File: src/rtl/fetch_if.sv
// fetch_if: instruction-memory, hazard/redirect and IF/ID bus of the fetch stage
interface fetch_if;
  logic [15:0] imem_addr;
  logic [31:0] instr_in;
  logic        stall;
  logic        branch_taken;
  logic [15:0] branch_target;
  logic [31:0] ifid_instr;
  logic [15:0] ifid_pc1;
  logic        ifid_valid;
  logic        halted;
  logic [15:0] fetch_count;
  modport master (
    input  imem_addr, ifid_instr, ifid_pc1, ifid_valid, halted, fetch_count,
    output instr_in, stall, branch_taken, branch_target
  );
  modport slave (
    output imem_addr, ifid_instr, ifid_pc1, ifid_valid, halted, fetch_count,
    input  instr_in, stall, branch_taken, branch_target
  );
endinterface

File: src/rtl/fetch_stage.sv
// fetch_stage: PC owner and IF/ID register; handles stall, branch redirect and halt on filler word
module fetch_stage #(
  parameter logic [15:0] RESET_PC     = 16'h0000,
  parameter logic [31:0] INVALID_WORD = 32'h1234abcd,
  parameter logic [31:0] NOP_WORD     = 32'h00000000
) (
  input logic clk,
  input logic reset,
  fetch_if.slave bus
);
  typedef enum logic {RUN, HALTED} state_t;
  state_t      r_state, w_state_nxt;
  logic [15:0] r_pc, w_pc_nxt, w_pc_inc;
  logic [31:0] r_instr, w_instr_nxt;
  logic [15:0] r_pc1, w_pc1_nxt;
  logic        r_valid, w_valid_nxt;
  logic [15:0] r_cnt, w_cnt_nxt;
  assign w_pc_inc = r_pc + 16'd1;
  always_ff @(posedge clk) begin
    if (reset) begin
      r_state <= RUN;
      r_pc    <= RESET_PC;
      r_instr <= NOP_WORD;
      r_pc1   <= 16'h0000;
      r_valid <= 1'b0;
      r_cnt   <= 16'h0000;
    end else begin
      r_state <= w_state_nxt;
      r_pc    <= w_pc_nxt;
      r_instr <= w_instr_nxt;
      r_pc1   <= w_pc1_nxt;
      r_valid <= w_valid_nxt;
      r_cnt   <= w_cnt_nxt;
    end
  end
  // Priority: redirect > halted hold > stall > fetch; halted and stalled cases just hold.
  always_comb begin
    w_state_nxt = r_state;
    w_pc_nxt    = r_pc;
    w_instr_nxt = r_instr;
    w_pc1_nxt   = r_pc1;
    w_valid_nxt = r_valid;
    w_cnt_nxt   = r_cnt;
    if (bus.branch_taken) begin
      w_state_nxt = RUN;
      w_pc_nxt    = bus.branch_target;
      w_instr_nxt = NOP_WORD;
      w_pc1_nxt   = 16'h0000;
      w_valid_nxt = 1'b0;
    end else if (r_state == RUN && !bus.stall) begin
      if (bus.instr_in == INVALID_WORD) begin
        w_state_nxt = HALTED;
        w_instr_nxt = NOP_WORD;
        w_pc1_nxt   = 16'h0000;
        w_valid_nxt = 1'b0;
      end else begin
        w_pc_nxt    = w_pc_inc;
        w_instr_nxt = bus.instr_in;
        w_pc1_nxt   = w_pc_inc;
        w_valid_nxt = 1'b1;
        w_cnt_nxt   = (r_cnt == 16'hFFFF) ? r_cnt : r_cnt + 16'd1;
      end
    end
  end
  always_comb begin
    bus.imem_addr   = r_pc;
    bus.ifid_instr  = r_instr;
    bus.ifid_pc1    = r_pc1;
    bus.ifid_valid  = r_valid;
    bus.halted      = (r_state == HALTED);
    bus.fetch_count = r_cnt;
  end
endmodule

File: src/flat_wrapper.sv
// flat-port wrapper written by rule: the top's interface ports become plain ports
module fetch_stage_flat 
#(
  parameter logic [15:0] RESET_PC     = 16'h0000,
  parameter logic [31:0] INVALID_WORD = 32'h1234abcd,
  parameter logic [31:0] NOP_WORD     = 32'h00000000
)
  (clk, reset, bus_imem_addr, bus_ifid_instr, bus_ifid_pc1, bus_ifid_valid, bus_halted, bus_fetch_count, bus_instr_in, bus_stall, bus_branch_taken, bus_branch_target);
  fetch_if bus_i ();
  input logic clk;
  input logic reset;
  output wire logic [$bits(bus_i.imem_addr)-1:0] bus_imem_addr;
  output wire logic [$bits(bus_i.ifid_instr)-1:0] bus_ifid_instr;
  output wire logic [$bits(bus_i.ifid_pc1)-1:0] bus_ifid_pc1;
  output wire logic [$bits(bus_i.ifid_valid)-1:0] bus_ifid_valid;
  output wire logic [$bits(bus_i.halted)-1:0] bus_halted;
  output wire logic [$bits(bus_i.fetch_count)-1:0] bus_fetch_count;
  input wire logic [$bits(bus_i.instr_in)-1:0] bus_instr_in;
  input wire logic [$bits(bus_i.stall)-1:0] bus_stall;
  input wire logic [$bits(bus_i.branch_taken)-1:0] bus_branch_taken;
  input wire logic [$bits(bus_i.branch_target)-1:0] bus_branch_target;
  assign bus_imem_addr = bus_i.imem_addr;
  assign bus_ifid_instr = bus_i.ifid_instr;
  assign bus_ifid_pc1 = bus_i.ifid_pc1;
  assign bus_ifid_valid = bus_i.ifid_valid;
  assign bus_halted = bus_i.halted;
  assign bus_fetch_count = bus_i.fetch_count;
  assign bus_i.instr_in = bus_instr_in;
  assign bus_i.stall = bus_stall;
  assign bus_i.branch_taken = bus_branch_taken;
  assign bus_i.branch_target = bus_branch_target;
  fetch_stage #(.RESET_PC(RESET_PC), .INVALID_WORD(INVALID_WORD), .NOP_WORD(NOP_WORD)) u_core (.clk(clk), .reset(reset), .bus(bus_i));
endmodule
File: config.mk
export PLATFORM = sky130hd
export DESIGN_NAME = fetch_stage_flat
export DESIGN_NICKNAME = d
export VERILOG_FILES = /design/src/rtl/fetch_if.sv /design/src/rtl/fetch_stage.sv /design/src/flat_wrapper.sv
export SDC_FILE = /design/constraint.sdc
export NUM_CORES = 1
export LEC_CHECK = 0
export ABC_AREA = 1
export CORE_ASPECT_RATIO = 1.75
export CORE_UTILIZATION = 46
export CTS_CLUSTER_DIAMETER = 120
export DETAILED_ROUTE_END_ITERATION = 8
export GPL_TIMING_DRIVEN = 0
export PLACE_DENSITY = 0.8
export SLEW_MARGIN = 40
export SYNTH_ARGS = -nofsm -noshare
export SYNTH_HDL_FRONTEND = slang
export SYNTH_SLANG_ARGS = --single-unit
File: constraint.sdc
create_clock -name clk -period 1.74 [get_ports clk]
set_input_delay 0.174 -clock clk [delete_from_list [all_inputs] [get_ports clk]]
set_output_delay 0.174 -clock clk [all_outputs]
set_load 0.005 [all_outputs]
* Word level (Yosys, flattened, before mapping)
Index checks and enable logic that the tools add are counted.
** Operators by class
- Reductions and logical operators :: 7
- Eq/ne operators :: 3
- Bitwise gates (word level) :: 4
- $add $sub $neg :: 2
- Multiplexer cells :: 6
** Operators by type and width (number)
- 2-to-1 mux 16 bit :: 4
- adder 16 x 1 -> 16 bit, second input constant :: 2
- == test 32 x 29 -> 1 bit, second input constant :: 1
- 2-to-1 mux 32 bit :: 1
- == test 16 bit, second input constant :: 1
- inverter 1 bit :: 4
- AND reduction 2 bit :: 2
- AND reduction 4 bit :: 1
- != test 2 bit, second input constant :: 1
- nonzero test 2 bit :: 1
- OR reduction 2 bit :: 1
- logical AND 1 bit :: 1
- zero test 1 bit :: 1
- 2-to-1 mux 1 bit :: 1
** Storage, ports and cells
- Register bits after elaboration :: 82

* Logic depth before layout (Yosys ltp)
- Depth in word-level cells :: 4
- Depth in mapped cells :: 12

* Worst setup path before layout
Ideal clock, no wire load.
- Path kind :: register to register
- Start point :: register u_core.r_cnt[0] (netlist: u_core.bus.fetch_count[0])
- End point :: register u_core.r_cnt[10] (netlist: u_core.bus.fetch_count[10])
- Data required time :: 1674 ps
- Arrival :: 1390 ps
- Setup slack :: 284 ps
- Stages on the path, launching flop included :: 9
- Path through :: dfxtp_1 > ha_1 > nand2_1 > nor2_2 > nand4_4 > nand3_4 > buf_8 > nand2_1 > a21oi_2
** Between the ends
- Longest elaborated chain between the ends :: 3
- Elaborated cells between the ends (all ways) :: 4
- Classes of those cells :: 1 x add/sub; 1 x eq/ne; 1 x bitwise; 1 x reduce/logical
** RTL lines
- start: declaration :: line fetch_stage.sv:17 : logic [15:0] r_cnt, w_cnt_nxt;
- start signal: assignment :: line fetch_stage.sv:33 : r_cnt <= w_cnt_nxt;
- branches (longest 3 deep; another with adder 16 x 1 -> 16 bit)
Parallel ways; which one is timed is not known.
A chain may end at the register's enable or synchronous reset.

* Worst setup path after layout
- Start point :: register u_core.r_cnt[1] (netlist: u_core.bus.fetch_count[1])
- End point :: register u_core.r_cnt[10] (netlist: u_core.bus.fetch_count[10])
The elaborated chain is that of the path after synthesis.

==> summary.txt <==
Global placer's final weighted congestion - 1.05
NumNets Final - 790
Net switching power - 1.15 mW
Combinational power share - 12.9%
Worst Setup End Kind - register
Final Max Tran Viols - 0
Post-DR vias/cell - 5.21
Min Hold Slack - 72.3 ps
Setup WS post-layout - 133 ps
DRT Pass-1 Iters - 4
Synth Area in XOR/XNOR - 3.61%
P_leak - 2.43 nW
Library cells used by synthesis - 35
Clock Power Share - 43.5%
Layout area overhead - 43.7%
FF-to-FF path depth - 8
Height of the chip - 127 µm
Status - finished clean
Setup crit start kind - register
Core area - 8670 µm²
Unrepaired setup endpoints after global routing - false
Synth Area in Simple Gates - 39.0%
Final Hold Fails - 0
Worst slew pin tran - 538 ps
Total track usage - 29.7%
Placed cells - 840
Mapped Area - 4130 µm²
Post-synthesis adder-cell area fraction - 0.606%
Setup violations, final - 0
Most frequent cells in the layout - nand2_1 (180), clkdlybuf4s50_1 (131), nand3_1 (87), dfxtp_1 (80), nor2_1 (54)
Slew headroom - 64.1%
Setup Crit Path Kind - register to register
1st-iter DRT viols - 303
# DRC - 0
Most Frequent Cell on Critical Path - nand2_1
Reg-to-reg startpoint - u_core.bus.fetch_count[1]
Routed wire length per instance - 15.4 µm
TritonCTS Sinks - 82
Setup TNS - 0 ps
Antenna Cells - 0
Synth Area in Compound Gates - 9.00%
Initial antenna violation count - 0
Worst Path Max Fanout - 10
Clock-pin slew of the registers on the worst-case setup and hold paths - 60 ps
Internal cell power - 3.43 mW
Critical path arrival - 1890 ps
TritonCTS buffer count - 9
CP max stage delay - 370 ps
DR vias - 4466
Commonest non-fill, non-tap cell in the layout - nand2_1
#FFs+latches synth - 82
Reg area - 1640 µm²
Total Power - 4.58 mW
YS warnings - 0
Mapped Nets - 646
Die X - 73.6 µm
Cells after synthesis - 592
Crit path from - u_core.bus.fetch_count[1]
PortBufs - 131
Area of the multi-input gates - 2170 µm²
Final period utilization - 92.4%
Final WL - 13200 µm
DP HPWL - 10100 µm
Post-route ant nets - 0
F_max - 622 MHz
Layout Cells excl Fill - 858
R2r endpoint - u_core.bus.fetch_count[10]
Critical Path End - u_core.bus.fetch_count[10]
Fill count - 782
Post-synthesis mux area share - 0%
Mean post-synth cell area - 6.97 µm²
Worst-path cell chain - ha_2, nand2_1, nor2_2, nand4_4, nand3_4, buf_8, nand2_1, a21oi_2
CTS tree - yes
Num ports - 134
Clock Latency Late Sink - 350 ps
First-pass GRT wire length - 21200 µm
Total grt overflow - 0
CTS H-tree lvls - 3
Largest net degree at the start of global routing - 15
Largest family of logic cells by synthesized area - simple AND/OR/NAND/NOR gates
Hold crit path type - primary input to register
CTS Root Cell - clkbuf_16
Clk_skew - 5.24 ps
Post-Layout Inst Area - 5930 µm²
Rows - 45
Sequential fraction of the synthesis area - 39.8%
Post-route core utilization - 68.4%
Peak supply drop - 0.604 mV
Sequential share of power - 43.5%
Minimum clock period - 1610 ps
Longest Clk Path Bufs - 2
Place WS - -246 ps
PwrDens - 773 nW/µm²
Full die area - 9370 µm²
CP required - 2020 ps
Starting Density - 47.6%
Slowest-stage cell, CP - dfxtp_1
Placed cell areas - 5590 µm²
Vias in the first global route - 4562
R2R setup slack - 130 ps
# Max-Cap Violations - 0
Fraction of layout cells with a size suffix above 1 - 10.8%
Switching Fraction - 25.1%
[layer usage]
| metal | vias up | track usage, % | routed length (µm) |
|---|---|---|---|
| met5 | - | 0 | 0 |
| met3 | 53 | 4.81 | 663 |
| met2 | 177 | 55.6 | 7190 |
| li1 | 2211 | - | - |
| met4 | 0 | 19.1 | 741 |
| met1 | 2025 | 28.6 | 4620 |
[worst min-delay path by stage]
| stage | from | endpoint | cells after the start |
|---|---|---|---|
| after CTS | reset | u_core.bus.fetch_count[15] | 2 |
| after global placement | reset | u_core.bus.fetch_count[13] | 2 |
| after global routing | reset | u_core.bus.fetch_count[15] | 2 |
| final | reset | u_core.bus.fetch_count[15] | 2 |
| after floorplan | bus_instr_in[0] | u_core.bus.ifid_instr[0] | 2 |
| after detailed placement | reset | u_core.bus.fetch_count[15] | 2 |
[state kept, by name, indices dropped and copies added, names as in the netlist]
| signal | count |
|---|---|
| u_core.bus.fetch_count | 16 |
| u_core.bus.halted | 1 |
| u_core.bus.ifid_instr | 32 |
| u_core.bus.ifid_pc1 | 16 |
| u_core.bus.ifid_valid | 1 |
| u_core.bus.imem_addr | 16 |
[power groups by stage]
stage | Combinational, mW | Clock (mW) | Sequential, mW
after floorplan | 0.257 | 0 | 2.03
after global placement | 0.577 | 0 | 2.03
after detailed placement | 0.586 | 0 | 2.03
after CTS | 0.592 | 2.00 | 1.99
after global routing | 0.650 | 2.09 | 2.00
final | 0.592 | 1.99 | 2.00
[critical path, delay by kind of cell, from the launching register on]
kind | cells | cell delay [ps]
AO/OA/AOI/OAI | 1 | 130
adder cells (fa/ha/maj) | 1 | 220
buffers and inverters | 1 | 150
flip-flops | 1 | 370
AND/OR/NAND/NOR | 5 | 680
[cells by family (layout without fill, tap and decap cells)]
kind of cell | after synthesis | in the layout
AO/OA/AOI/OAI | 64 | 64
XOR/XNOR | 17 | 17
adder cells (fa/ha/maj) | 2 | 2
buffers and inverters | 72 | 221
flip-flops | 82 | 82
AND/OR/NAND/NOR | 355 | 355
[repair_timing]
item / 4_1_cts / 5_1_grt
setup endpoints to repair: 0 / 33
gates resized for setup: 0 / 9
buffers inserted: 0 / 2
hold buffers: 0 / 0
[final cells by class]
type	instances	area share [%]
timing repair buffer	133	22.4
multi-input combinational	438	36.6
tap	117	2.47
buffer	24	2.53
sequential	82	27.7
inverter	48	3.08
clock inverter	5	1.03
clock buffer	11	4.26
[Yosys cell counts]
master / count / area share, %
nand2_4: 1 / 0.27
dfxtp_1: 82 / 40
clkbuf_1: 7 / 0.64
o21ai_2: 10 / 2.1
xnor2_1: 6 / 1.3
inv_2: 10 / 0.91
nor2_4: 4 / 1.1
xor2_1: 11 / 2.3
nor2_2: 5 / 0.76
o211ai_1: 1 / 0.18
nor3_4: 1 / 0.39
or2_2: 2 / 0.30
ha_1: 2 / 0.61
nand2_8: 1 / 0.49
nor2_1: 55 / 5.0
nor2_8: 1 / 0.49
buf_6: 2 / 0.55
nor3_1: 3 / 0.36
nand4_4: 1 / 0.52
nand2_1: 180 / 16
buf_8: 2 / 0.73
nand3_1: 88 / 11
nand3b_1: 1 / 0.18
buf_2: 8 / 0.97
o31ai_1: 3 / 0.55
inv_4: 1 / 0.15
buf_1: 2 / 0.18
nand3_4: 1 / 0.42
nand4_1: 10 / 1.5
nand2_2: 1 / 0.15
a21oi_2: 1 / 0.21
buf_4: 3 / 0.55
a21oi_1: 31 / 3.8
inv_1: 37 / 3.4
o21ai_0: 18 / 2.2
Power figures use the tool's default switching activity.
